--- src/rtl/regfile_dump.sv ---
`default_nettype none
// +--------------------------------------------------------------------------+
// | regfile_dump: stalls the CPU and streams (index, data) beats read through |
// | the register file's readReg1 port.                  Revision: 1.0        |
// +--------------------------------------------------------------------------+
module regfile_dump #(
  parameter int DATAWIDTH = 32,
  parameter int FIRST_REG = 0,
  parameter int LAST_REG  = 31
) (
  input  logic                 clk,
  input  logic                 reset,
  input  logic                 start,
  input  logic                 abort,
  output logic [4:0]           readReg,
  input  logic [DATAWIDTH-1:0] readData,
  output logic                 cpu_stall,
  output logic                 busy,
  output logic                 done,
  output logic                 dump_valid,
  input  logic                 dump_ready,
  output logic [4:0]           dump_index,
  output logic [DATAWIDTH-1:0] dump_data
);

  localparam logic [4:0] c_first_idx = 5'(FIRST_REG);
  localparam logic [4:0] c_last_idx  = 5'(LAST_REG);

  typedef enum logic [2:0] {
    S_IDLE    = 3'd0,
    S_ISSUE   = 3'd1,
    S_CAPTURE = 3'd2,
    S_SEND    = 3'd3,
    S_DONE    = 3'd4
  } state_t;

  state_t                 state_q, state_d;
  logic [4:0]             idx_q, idx_d;
  logic                   dump_valid_q, dump_valid_d;
  logic [4:0]             dump_index_q, dump_index_d;
  logic [DATAWIDTH-1:0]   dump_data_q, dump_data_d;

  always_ff @(posedge clk) begin
    if (reset) begin
      state_q      <= S_IDLE;
      idx_q        <= '0;
      dump_valid_q <= 1'b0;
      dump_index_q <= '0;
      dump_data_q  <= '0;
    end else begin
      state_q      <= state_d;
      idx_q        <= idx_d;
      dump_valid_q <= dump_valid_d;
      dump_index_q <= dump_index_d;
      dump_data_q  <= dump_data_d;
    end
  end

  always_comb begin
    state_d      = state_q;
    idx_d        = idx_q;
    dump_valid_d = dump_valid_q;
    dump_index_d = dump_index_q;
    dump_data_d  = dump_data_q;

    case (state_q)
      S_IDLE: begin
        if (start && !abort) begin
          idx_d   = c_first_idx;
          state_d = S_ISSUE;
        end
      end
      S_ISSUE: state_d = S_CAPTURE;
      S_CAPTURE: begin
        // readData is registered in the register file, so it reflects idx now
        dump_data_d  = readData;
        dump_index_d = idx_q;
        dump_valid_d = 1'b1;
        state_d      = S_SEND;
      end
      S_SEND: begin
        if (dump_valid_q && dump_ready) begin
          dump_valid_d = 1'b0;
          if (idx_q == c_last_idx) begin
            state_d = S_DONE;
          end else begin
            idx_d   = idx_q + 5'd1;
            state_d = S_ISSUE;
          end
        end
      end
      S_DONE:  state_d = S_IDLE;
      default: state_d = S_IDLE;
    endcase

    if (abort) begin
      state_d = S_IDLE;
    end

    // Every output reads as zero while idle, so clear the datapath on entry
    if (state_d == S_IDLE) begin
      idx_d        = '0;
      dump_valid_d = 1'b0;
      dump_index_d = '0;
      dump_data_d  = '0;
    end
  end

  assign busy       = (state_q != S_IDLE);
  assign cpu_stall  = busy;
  assign done       = (state_q == S_DONE);
  assign readReg    = busy ? idx_q : 5'd0;
  assign dump_valid = dump_valid_q;
  assign dump_index = dump_index_q;
  assign dump_data  = dump_data_q;

endmodule
`default_nettype wire

--- config.mk ---
export PLATFORM = sky130hd
export DESIGN_NAME = regfile_dump
export DESIGN_NICKNAME = d
export VERILOG_FILES = /design/src/rtl/regfile_dump.sv
export SDC_FILE = /design/constraint.sdc
export NUM_CORES = 1
export LEC_CHECK = 0
export CAP_MARGIN = 20
export CORE_ASPECT_RATIO = 0.9
export CORE_UTILIZATION = 30
export CTS_CLUSTER_SIZE = 25
export DETAILED_ROUTE_END_ITERATION = 10
export GPL_TIMING_DRIVEN = 0
export PLACE_DENSITY = 0.67
export RECOVER_POWER = 100
export REMOVE_ABC_BUFFERS = 1
export SLEW_MARGIN = 40
export SYNTH_ARGS = -nofsm -noshare
export SYNTH_HDL_FRONTEND = slang
export SYNTH_SLANG_ARGS = --single-unit
export TNS_END_PERCENT = 5
--- constraint.sdc ---
create_clock -name clk -period 1.9 [get_ports clk]
set_clock_uncertainty 0.15 [all_clocks]
set_input_delay 0.19 -clock clk [delete_from_list [all_inputs] [get_ports clk]]
set_output_delay 0.19 -clock clk [all_outputs]
set_load 0.005 [all_outputs]
==> qor.txt <==
WORST SETUP PATH
--------------------------------------------------------------------------------------
FF-to-FF path depth                                                                  9
Stages on the worst setup path                                                       9
Critical Path AT                                                               1.97 ns
Data required time of the critical path                                        1.98 ns
Crit-path cells                                                           ha_4 -> and3_4 -> ha_4 -> and4_1 -> o2bb2ai_2 -> o21ai_4 -> buf_8 -> buf_12 -> a21oi_2
Endpoint type of the worst setup path                                             flop
Number of buffer and inverter stages on the critical path                            2
Crit-path leading delay family                                              flip-flops
Largest fanout on the critical path                                                  6
Slowest cell on the critical path                                              dfxtp_4
Max incr delay on CP                                                           0.36 ns
Setup crit start kind                                                             flop
CP Class                                                                  flop to flop
CP dominant cell by count                                                         ha_4

POWER
--------------------------------------------------------------------------------------
NetSw                                                                         0.371 mW
Post-route total power                                                         1.83 mW
Sw Ratio                                                                         0.202
Internal power contribution                                                    1.46 mW
Clock share of power                                                             0.384
Static leakage power                                                           1.11 nW
Cell area power density                                                    579 nW/um^2
Part of the total power dissipated in combinational logic                        0.089
Register share of total power                                                    0.527
Peak supply drop                                                            0.000320 V

MIN PATH
--------------------------------------------------------------------------------------
Worst Hold Class                                                          input pin to flop
Cell depth of the worst min-delay path                                               3

SYNTH
--------------------------------------------------------------------------------------
Top-count cell post-synth                                                      nand2_1
Number of distinct standard cells referenced by the synthesized netlist             25
Number of warnings printed during yosys synthesis                                    0
Register bit total from synthesis                                                   46
Area share of the largest cell type after synthesis                              0.473
Fraction of synthesis flops using an asynchronous set or reset pin                   0
Post-synthesis cell count                                                          220
Post-synthesis cell area                                                    1950 sq um
Flip-flop cell with the highest count after synthesis                          dfxtp_1
Largest area contributor in the synthesized netlist                            dfxtp_1
Sequential element share of the synthesized area                                 0.473
Average size of a mapped cell                                               8.84 sq um
Ranking of synthesized cells by instance count                            77 x nand2_1, 46 x dfxtp_1, 41 x a21oi_2
Top cells by area in the synthesized netlist                              dfxtp_1 47%, a21oi_2 18%, nand2_1 15%
Number of flops mapped to enable cells by yosys                                      0

FINAL LAYOUT
--------------------------------------------------------------------------------------
Final #Nets                                                                        346
Share of post-route cells with drive strength above 1                            0.240
Fraction of the core area covered by cells at the end of the flow                0.512
Area Overhead vs Synth                                                           62.8%
Number of antenna diodes                                                             0
Filler cell count in the final layout                                              586

TIMING
--------------------------------------------------------------------------------------
Final Hold Fails                                                                     0
Period minus WS final                                                          1.89 ns
Number of pins exceeding their max-slew limit in the final report                    0
Setup TNS after final layout                                                      0 ns
Setup repair after global routing missed its margin                                yes
Part of the cycle the worst path needs                                           0.997
Transition time of the tightest slew-check pin                                0.553 ns
Final setup margin                                                          0.00560 ns
Final setup violation count                                                          0
Fmax                                                                         0.528 GHz
Relative max-transition margin                                                   0.629

DRT
--------------------------------------------------------------------------------------
DRC violations left                                                                  0
Average wire per cell in the routed design                                12.3 microns
Starting DRT DRC Count                                                              24
Sum of routed wire length over all layers                                 4870 microns
DRT Pass-1 Iters                                                                     4
Count of vias placed by the detailed router                                      1,763
Residual antenna-violating net count after detailed routing                          0
Detailed-route vias per instance                                                  4.46

GLOBAL ROUTING
--------------------------------------------------------------------------------------
Global-route usage over all layers                                               0.151
Pin count of the biggest net entering global routing                                27
Antenna violations before repair                                                     0
Number of global-route vias before repair                                        1,747
Gr ovfl total                                                                        0
Wire length of the first global-routing pass                              8170 microns

CLOCKING
--------------------------------------------------------------------------------------
Clock Tree Root                                                               clkbuf_8
Num Clock Sinks                                                                     46
Max clock buf depth                                                                  2
Worst-Skew Late Latency                                                        0.29 ns
Cts-stage hold buffer count                                                          0
Clock buffers created by TritonCTS                                                   5
Reg clk slew, reported paths                                                   0.09 ns
Clock tree from TritonCTS                                                          yes
Maximum level of the CTS H-tree                                                      2

FLOW RUN
--------------------------------------------------------------------------------------
Maximum capacitance violations                                                       0

FLOORPLANNING
--------------------------------------------------------------------------------------
Starting density of the core                                                     0.315
Chip width                                                                86.9 microns
Std cell rows                                                                       27
Number of I/O pins                                                                  83
Core Region                                                                 6180 sq um
Die Ht                                                                    78.4 microns
Die footprint                                                               6810 sq um

OUTCOME
--------------------------------------------------------------------------------------
Result of the run                                                         finished, final reports clean

PLACEMENT
--------------------------------------------------------------------------------------
Place WS                                                                     -0.377 ns
Number of buffers inserted by port buffering                                        82
Gpl congestion                                                                   0.759
Half-perimeter wire length after placement                                3220 microns

-- worst reg2reg max path: stages, from the launching register on --
cell and delay [ns]:
dfxtp_4 0.36, ha_4 0.15, and3_4 0.18, ha_4 0.16, and4_1 0.15, o2bb2ai_2 0.17
o21ai_4 0.08, buf_8 0.18, buf_12 0.14, a21oi_2 0.10
-- cell families (layout without fill, tap and decap cells) --
kind of cell | Yosys count | after routing | synth area share
AO/OA/AOI/OAI | 46 | 46 | 0.208
flip-flops | 46 | 46 | 0.473
XOR/XNOR | 2 | 2 | 0.00900
adder cells (fa/ha/maj) | 2 | 2 | 0.0129
AND/OR/NAND/NOR | 108 | 108 | 0.242
buffers and inverters | 16 | 104 | 0.0547
-- placed cells by master, fill, tap and decap left out, drive strengths merged --
cell type	count
and3	3
ha	2
bufinv	1
dlygate4sd3	38
clkbuf	7
nor2b	5
a21oi	42
and4	2
nor3	2
o2bb2ai	1
buf	12
clkdlybuf4s50	44
and2	2
xor2	2
nor2	6
o21ai	3
nand2	77
nand3	7
nor4	1
inv	2
or2	2
dfxtp	46
nand2b	1
-- what timing repair did --
| item | 4_1_cts | 5_1_grt |
|---|---|---|
| gates resized for setup | 19 | 6 |
| buffers inserted | 5 | 0 |
| pin swaps | 4 | 2 |
| gates cloned | 2 | 0 |
| setup endpoints to repair | 48 | 48 |
-- area by class of cell --
cell class,count,area (sq um),area share
Multi-Input combinational cell,158,983,0.311
Clock buffer,7,76.3,0.0241
Tap cell,87,109,0.0344
Sequential cell,46,930,0.294
Inverter,2,7.51,0.00237
Timing Repair Buffer,94,1030,0.326
Clock inverter,1,30.0,0.00948
-- power groups by stage --
stage / Combinational [mW] / Clock [mW] / Sequential, mW
floorplan: 0.0370 / 0 / 0.990
global placement: 0.128 / 0 / 0.990
detailed placement: 0.140 / 0 / 0.990
CTS: 0.163 / 0.737 / 0.967
global route: 0.174 / 0.781 / 0.968
finish: 0.162 / 0.704 / 0.967
-- metal layers --
layer | up-vias | wire, microns | global-route usage
li1 | 897 | - | -
met1 | 820 | 2240 | 0.187
met2 | 44 | 2340 | 0.255
met3 | 2 | 272 | 0.0463
met4 | 0 | 15 | 0.0350
met5 | - | 0 | 0
-- stage by stage --
| step | cell area, sq um | std cells | hold slack [ns] |
|---|---|---|---|
| 3_3_place_gp | 2780 | 375 | 0.294 |
| 2_1_floorplan | 1850 | 206 | 0.176 |
| 3_5_place_dp | 2870 | 380 | 0.296 |
| 5_1_grt | 3170 | 395 | 0.289 |
| 4_1_cts | 3140 | 395 | 0.282 |
| 6_report | 3170 | 395 | 0.296 |
-- state kept, by name, indices dropped and copies added (netlist names) --
signal      flops
idx_q           5
dump_data      32
dump_valid      1
state_q         3
dump_index      5
-- path summary, 6_finish.rpt --
check	start	endpoint	slack [ns]
worst max register to register	idx_q[0]	dump_data[16]	0.006
worst max-delay path	idx_q[0]	dump_data[16]	0.006
worst min register to register	dump_data[9]	dump_data[9]	0.32
worst min-delay path	readData[1]	dump_data[1]	0.30
No activity file was read; power rests on OpenSTA's default activity.
